===== src/rtl/usb_rx_pkg.sv =====
// Shared defaults and types for the USB 1.0 receive timer.
// Imported by the timer top and its bench.
package usb_rx_pkg;

  localparam int CLKS_PER_BIT_DEF  = 8;
  localparam int SAMPLE_PHASE_DEF  = 3;
  localparam int BITS_PER_BYTE_DEF = 8;

  typedef logic [$clog2(BITS_PER_BYTE_DEF):0] rx_bitcnt_t;

endpackage


===== src/rtl/usb_rx_timer_cnt.sv =====
// Rollover counter: wraps to 0 after rollover_val counts and
// raises a one-cycle registered flag on the cycle after the wrap.
module usb_rx_timer_cnt #(
  parameter int NUM_CNT_BITS = 4
) (
  input  logic                    clk,
  input  logic                    n_rst,
  input  logic                    clear,
  input  logic                    count_enable,
  input  logic [NUM_CNT_BITS-1:0] rollover_val,
  output logic [NUM_CNT_BITS-1:0] count_out,
  output logic                    rollover_flag
);

  logic [NUM_CNT_BITS-1:0] count_q, count_d;
  logic                    flag_q, flag_d;
  logic                    at_last;

  assign at_last = (count_q == (rollover_val - NUM_CNT_BITS'(1)));

  always_comb begin
    count_d = count_q;
    flag_d  = 1'b0;
    if (clear) begin
      count_d = '0;
    end else if (count_enable) begin
      if (at_last) begin
        count_d = '0;
        flag_d  = 1'b1;
      end else begin
        count_d = count_q + NUM_CNT_BITS'(1);
      end
    end
  end

  always_ff @(posedge clk or negedge n_rst) begin
    if (!n_rst) begin
      count_q <= '0;
      flag_q  <= 1'b0;
    end else begin
      count_q <= count_d;
      flag_q  <= flag_d;
    end
  end

  assign count_out     = count_q;
  assign rollover_flag = flag_q;

endmodule


===== src/rtl/usb_rx_timer.sv =====
// USB 1.0 RX bit/byte timer: phase counter resynced on line edges,
// mid-bit sample strobe, end-of-bit and byte-complete pulses.
module usb_rx_timer
  import usb_rx_pkg::*;
#(
  parameter int CLKS_PER_BIT  = CLKS_PER_BIT_DEF,
  parameter int SAMPLE_PHASE  = SAMPLE_PHASE_DEF,
  parameter int BITS_PER_BYTE = BITS_PER_BYTE_DEF,
  localparam int PW = $clog2(CLKS_PER_BIT),
  localparam int CW = $clog2(BITS_PER_BYTE) + 1
) (
  input  logic          clk,
  input  logic          n_rst,
  input  logic          timer_en,
  input  logic          timer_clr,
  input  logic          d_edge,
  input  logic          stuff_skip,
  output logic          shift_strobe,
  output logic          bit_done,
  output logic          byte_done,
  output logic [CW-1:0] bit_cnt
);

  localparam logic [PW-1:0] SAMP_PH = PW'(SAMPLE_PHASE);
  localparam logic [PW-1:0] LAST_PH = PW'(CLKS_PER_BIT - 1);

  logic [PW-1:0] phase_q, phase_d;
  logic          run;

  assign run = timer_en & ~timer_clr;

  always_comb begin
    phase_d = phase_q;
    unique case (1'b1)
      timer_clr:          phase_d = '0;
      !timer_en:          phase_d = phase_q;
      d_edge:             phase_d = PW'(1);
      phase_q == LAST_PH: phase_d = '0;
      default:            phase_d = phase_q + PW'(1);
    endcase
  end

  always_ff @(posedge clk or negedge n_rst) begin
    if (!n_rst) phase_q <= '0;
    else        phase_q <= phase_d;
  end

  assign shift_strobe = run & (phase_q == SAMP_PH);
  assign bit_done     = run & (phase_q == LAST_PH);

  // stuffed bits carry no data, so they never advance the byte
  usb_rx_timer_cnt #(
    .NUM_CNT_BITS (CW)
  ) u_bit_cnt (
    .clk           (clk),
    .n_rst         (n_rst),
    .clear         (timer_clr),
    .count_enable  (shift_strobe & ~stuff_skip),
    .rollover_val  (CW'(BITS_PER_BYTE)),
    .count_out     (bit_cnt),
    .rollover_flag (byte_done)
  );

endmodule


===== config.mk =====
export PLATFORM = sky130hd
export DESIGN_NAME = usb_rx_timer
export DESIGN_NICKNAME = d
export VERILOG_FILES = /design/src/rtl/usb_rx_pkg.sv /design/src/rtl/usb_rx_timer_cnt.sv /design/src/rtl/usb_rx_timer.sv
export SDC_FILE = /design/constraint.sdc
export NUM_CORES = 1
export LEC_CHECK = 0
export ABC_AREA = 1
export ABC_CLOCK_PERIOD_IN_PS = 1100
export CORE_AREA = 2 2 39 41
export CTS_CLUSTER_SIZE = 14
export DETAILED_ROUTE_END_ITERATION = 6
export DIE_AREA = 0 0 41 43
export MAX_ROUTING_LAYER = met4
export SLEW_MARGIN = 20
export SYNTH_ARGS = -nofsm -noshare
export SYNTH_HDL_FRONTEND = slang
export SYNTH_SLANG_ARGS = --single-unit
export TNS_END_PERCENT = 50

===== constraint.sdc =====
create_clock -name clk -period 1.1 [get_ports clk]
set_input_delay 0.11 -clock clk [delete_from_list [all_inputs] [get_ports clk]]
set_output_delay 0.11 -clock clk [all_outputs]
set_load 0.02 [all_outputs]

==> results of run 1 <==
==> cells in the final DEF (no fill, tap or decap), drive strengths merged <==
cell type	n
nand2	15
nor2	6
nor3	1
dfrtp	8
dlygate4sd2	2
clkbuf	5
xor2	1
nand3	7
clkdlybuf4s50	5
nand4	2
a22oi	1
buf	13
clkdlybuf4s15	1
ha	4
inv	11
o22ai	1
==> power groups by stage <==
| stage | clock network, mW | logic, mW | registers (mW) |
|---|---|---|---|
| floorplan | 0 | 0.0448 | 0.317 |
| global placement | 0 | 0.0996 | 0.316 |
| detailed placement | 0 | 0.100 | 0.316 |
| CTS | 0.232 | 0.117 | 0.315 |
| global route | 0.257 | 0.138 | 0.316 |
| finish | 0.221 | 0.124 | 0.316 |
==> critical path, delay by kind of cell, from the launching register on <==
family	cells	cell delay [ns]
flops	1	0.41
simple gates	1	0.03
buf+inv	2	0.19
fa+ha+maj	2	0.35
==> metrics by stage <==
| stage | std cells | setup slack [ns] | total power [mW] | area, um^2 | hold WS, ns |
|---|---|---|---|---|---|
| after floorplan | 57 | -0.0341 | 0.361 | 480 | -0.186 |
| after global placement | 95 | -0.446 | 0.416 | 696 | 0.420 |
| after detailed placement | 95 | -0.437 | 0.417 | 696 | 0.414 |
| after CTS | 98 | -0.246 | 0.664 | 762 | 0.141 |
| after global routing | 99 | -0.283 | 0.710 | 777 | 0.140 |
| final | 99 | -0.227 | 0.661 | 777 | 0.139 |
==> final timing paths <==
path / from / end / cells past startpoint
hold reg to reg: phase_q[1] / phase_q[1] / 2
hold / removal: n_rst / u_bit_cnt.count_out[2] / 1
setup reg to reg: phase_q[0] / u_bit_cnt.count_out[1] / 7
setup / recovery: phase_q[0] / bit_done / 5
min in group clk: d_edge / phase_q[1] / 4
max in group asynchronous: n_rst / u_bit_cnt.count_out[1] / 1
==> cell type report <==
| cell class | count | area [um^2] | share of cell area [%] |
|---|---|---|---|
| multi-input cells | 38 | 298 | 38.3 |
| flip-flops and latches | 8 | 203 | 26.1 |
| repair buffers | 23 | 193 | 24.8 |
| inverters | 11 | 41.3 | 5.31 |
| clock buffers | 3 | 22.5 | 2.90 |
| well taps | 16 | 20.0 | 2.58 |
==> metal layers <==
metal | global-route usage (%) | share of wire [%] | wire (um) | vias up
met1 | 14.6 | 39 | 381 | 210
li1 | - | - | - | 233
met2 | 21.6 | 54 | 530 | 14
met4 | 8.00 | 1.1 | 11 | 0
met3 | 7.85 | 6.4 | 63 | 2
met5 | - | 0 | 0 | -
==> logic make-up (layout without fill, tap and decap cells) <==
kind of cell	Yosys count	after routing	synth area share (%)
flops	8	8	43.0
fa+ha+maj	4	4	10.8
buf+inv	11	37	8.87
simple gates	31	31	32.5
xor+xnor	1	1	1.88
compound gates	2	2	2.96
==> flip-flops by register name (all words and copies together), names as in the netlist <==
register and cells:
u_bit_cnt.count_out 4, phase_q 3, u_bit_cnt.rollover_flag 1
==> repair_timing <==
action                                  CTS  global route
pin swaps                                 7             2
resized for setup                        28             8
setup buffers                             0             1
endpoints found under the setup margin   15            13
==> out/qor.csv, run 1 <==
metric,value,unit
status,"complete, but fails checks",
failing checks,setup timing,
#FFs+latches synth,8,
"top cells by area, synth","dfrtp_1 (43%), nand2_1 (12%), ha_1 (11%), nand3_1 (7.5%), inv_1 (7.3%)",
CP most frequent cell,ha_4,
initial antenna violation count,0,
worst skew pair latency,0.25,ns
# port buffers,12,
Yosys cell types,14,
largest net degree at the start of global routing,9,
Mapped Nets,67,
Lkg Pwr,0.403,nW
Die Wd,41,um
internal cell power,0.497,mW
crit-path cells,ha_4 > ha_4 > inv_2 > nor2_1 > buf_4,
ANT cells,0,
DRT Pass-1 Iters,4,
sequential share of the synthesized area,43.0,%
RSZ-0062 raised after global routing,yes,
clk_skew,0.00282,ns
max incr delay on CP,0.41,ns
Final HPWL DP,761,um
Final Hold Viols,0,
Max-cap violations,0,
relative slew slack,75.3,%
Setup WS post-layout,-0.227,ns
GRT overflow,0,
Switching Share,24.8,%
Power Dens Cells,851,nW/um^2
io pins,13,
cts-stage hold buffer count,0,
ys async rst share,100,%
CTS buffer count,3,
Filler cells,128,
Flop pwr share,47.8,%
Final Util,56.1,%
gr usage total,14.6,%
P_sw,0.164,mW
clock share of power,33.4,%
Hold Path Class,primary input to async pin,
H-tree levels,1,
Max Slew Vio Count,0,
synth cell count leaders,"nand2_1 (15), inv_1 (9), dfrtp_1 (8)",
vias in the first global route,413,
"Avg Cell Area, Syn",8.17,um^2
first-pass GRT wire length,1610,um
post-route clock period utilization,121,%
die area,1760,um^2
Required @ worst endpoint,0.99,ns
Layout area overhead,66.9,%
FMAX,754,MHz
clock tree root buffer cell,clkbuf_4,
Detailed Route Iter0 Violations,6,
CP max stage cell,dfrtp_1,
Gate Count Post-Synth,57,
Vias/cell,4.64,
CTS tree,yes,
Starting Density,33.6,%
Synth area leader,dfrtp_1,
clock tree buffer depth,2,
Worst Setup Path Type,register to primary output,
"Min Clock Period, post-route",1.33,ns
worst path arrival time,1.22,ns
flop-to-flop setup slack,-0.15,ns
combinational power share,18.8,%
"count leader, synth",nand2_1,
mapped cell area,465,um^2
WL per Instance,9.96,um
Yosys Warn Count,0,
share of cells above drive strength 1,47.0,%
Post-synth EDFFs,0,
Die H,43,um
Crit. End Element,primary output,
Worst IR Drop VDD,490,uV
clk sinks,8,
DRC,0,
gp weighted congestion,0.663,
Worst-Margin Slew,0.369,ns
crit path max fanout,2,
top cell type's share of synthesized area,43.0,%
core area,1380,um^2
Nets,95,
final WL,986,um
type of origin of the critical path,register,
via count,459,
final setup fails,10,
final setup TNS,-1.33,ns
ys flop type,dfrtp_1,
Clock transition at path regs,0.05,ns
final antenna-violating net count,0,
cell row count,14,
Power figures use the tool's default switching activity.
==> run 2: changes to the inputs <==
--- a/config.mk
+++ b/config.mk
@@ -7,10 +7,10 @@
 export LEC_CHECK = 0
 export ABC_AREA = 1
 export ABC_CLOCK_PERIOD_IN_PS = 1100
-export CORE_AREA = 2 2 39 41
+export CORE_MARGIN = 2
+export CORE_UTILIZATION = 23
 export CTS_CLUSTER_SIZE = 14
 export DETAILED_ROUTE_END_ITERATION = 6
-export DIE_AREA = 0 0 41 43
 export MAX_ROUTING_LAYER = met4
 export SLEW_MARGIN = 20
 export SYNTH_ARGS = -nofsm -noshare
==> run 2 against run 1 <==
Net effect:
- the flow still finishes with violations (setup timing)
- design area is 0.97% lower
- count of clock-buffer cells in the layout stayed put
- sequential power hardly changed
- global-route usage is 4.5 points lower
- final cell count is 8.1% higher
- critical path depth stayed put
- critical path type unchanged
- worst hold slack worse by 0.0013 ns
- utilization is 17 points lower
- highest routed layer unchanged
- die area is 36% higher
- critical endpoint unchanged
==> out/qor.csv, run 2 (synthesized netlist as in run 1, its figures left out) <==
metric,value,unit
status,"complete, but fails checks",
failing checks,setup timing,
clock tree buffer depth,2,
WL per Instance,8.98,um
placed inst area,694,um^2
initial antenna violation count,0,
"Min Clock Period, post-route",1.33,ns
Worst-Margin Slew,0.369,ns
clock tree root buffer cell,clkbuf_4,
die area,2400,um^2
clk_skew,0.00432,ns
core area,1940,um^2
Post-Layout Inst Area,769,um^2
io pins,13,
Final Hold Viols,0,
Die H,49.0,um
Starting Density,24.0,%
Die Wd,49.0,um
Worst IR Drop VDD,669,uV
DRC,0,
Layout area overhead,65.3,%
Required @ worst endpoint,0.99,ns
Nets,92,
via count,447,
GRT overflow,0,
Final HPWL DP,748,um
H-tree levels,1,
Clock transition at path regs,0.06,ns
hold_ws,0.137,ns
"most common cell after layout, fill and taps aside",nand2_1,
Filler cells,210,
worst r2r src,phase_q[1],
FMAX,753,MHz
post-route clock period utilization,121,%
CTS buffer count,3,
Worst Setup Path Type,register to primary output,
max FFs per register,4,
final setup fails,10,
DRT Pass-1 Iters,4,
Hold Path Class,primary input to async pin,
type of origin of the critical path,register,
flop-to-flop setup slack,-0.14,ns
Pwr Total,0.656,mW
# port buffers,12,
ANT cells,0,
worst skew pair latency,0.25,ns
worst path arrival time,1.22,ns
gr usage total,10.1,%
Max Slew Vio Count,0,
first-pass GRT wire length,1810,um
Lkg Pwr,0.393,nW
Worst R2R End,phase_q[0],
final antenna-violating net count,0,
share of cells above drive strength 1,42.5,%
crit path max fanout,2,
Detailed Route Iter0 Violations,9,
Power Dens Cells,852,nW/um^2
largest net degree at the start of global routing,9,
CTS tree,yes,
cells on worst reg2reg path,6,
relative slew slack,75.3,%
Vias/cell,4.18,
Crit. End Element,primary output,
clk sinks,8,
final WL,961,um
Max-cap violations,0,
post-CTS setup buffers,0,
Setup WS post-layout,-0.229,ns
final setup TNS,-1.36,ns
most frequent cells in the layout,"nand2_1 (14), buf_4 (7), inv_1 (6), nand3_1 (6), dfrtp_1 (6)",
worst slack at placement,-0.446,ns
cell row count,16,
gp weighted congestion,0.768,
RSZ-0062 raised after global routing,yes,
vias in the first global route,446,
## run 2: how the worst max path moves through the flow
| stage | startpoint | end | slack (ns) | depth (start not counted) |
|---|---|---|---|---|
| floorplan | phase_q[0] | u_bit_cnt.count_out[2] | -0.03 | 6 |
| global placement | phase_q[0] | shift_strobe | -0.43 | 5 |
| detailed placement | phase_q[1] | shift_strobe | -0.45 | 5 |
| CTS | phase_q[1] | bit_done | -0.25 | 5 |
| global route | phase_q[0] | bit_done | -0.28 | 5 |
| finish | phase_q[1] | bit_done | -0.23 | 5 |
## run 2: power by group
group	internal [mW]	leakage, nW	switching, mW
Combinational	0.0603	0.275	0.0580
Sequential	0.305	0.105	0.0103
Clock	0.125	0.0138	0.0977
## run 2: worst max-delay path, cell delays in order (launching register included)
cell and delay, ns:
dfrtp_1 0.41, ha_4 0.19, ha_4 0.16, inv_2 0.06, nor2_4 0.03, buf_6 0.12
## run 2: metrics by stage
| step | util, % | cells |
|---|---|---|
| global route | 39.6 | 107 |
| floorplan | - | 57 |
| CTS | 38.9 | 107 |
| detailed placement | 35.8 | 104 |
| finish | 39.6 | 107 |
| global placement | 35.8 | 104 |
## run 2: routing by layer
layer	global-route usage (%)	vias to the layer above	wire [um]
met4	1.43	0	6
met5	-	-	0
li1	-	227	-
met2	16.2	11	485
met1	11.9	207	414
met3	4.60	2	54
## run 2: area by class of cell
type                            instances  area [um^2]  share of cell area, %
Timing Repair Buffer                   20          173                   22.4
Clock buffer                            3         22.5                   2.93
Sequential cell                         8          203                   26.3
Inverter                               11         41.3                   5.37
Tap cell                               27         33.8                   4.39
Multi-Input combinational cell         38          297                   38.5
## run 2: timing repair
item | in CTS | in global routing
hold buffers | 0 | 0
endpoints found under the setup margin | 15 | 12
gates resized for setup | 27 | 8
hold endpoints to repair | 0 | 0
pin swaps | 6 | 2
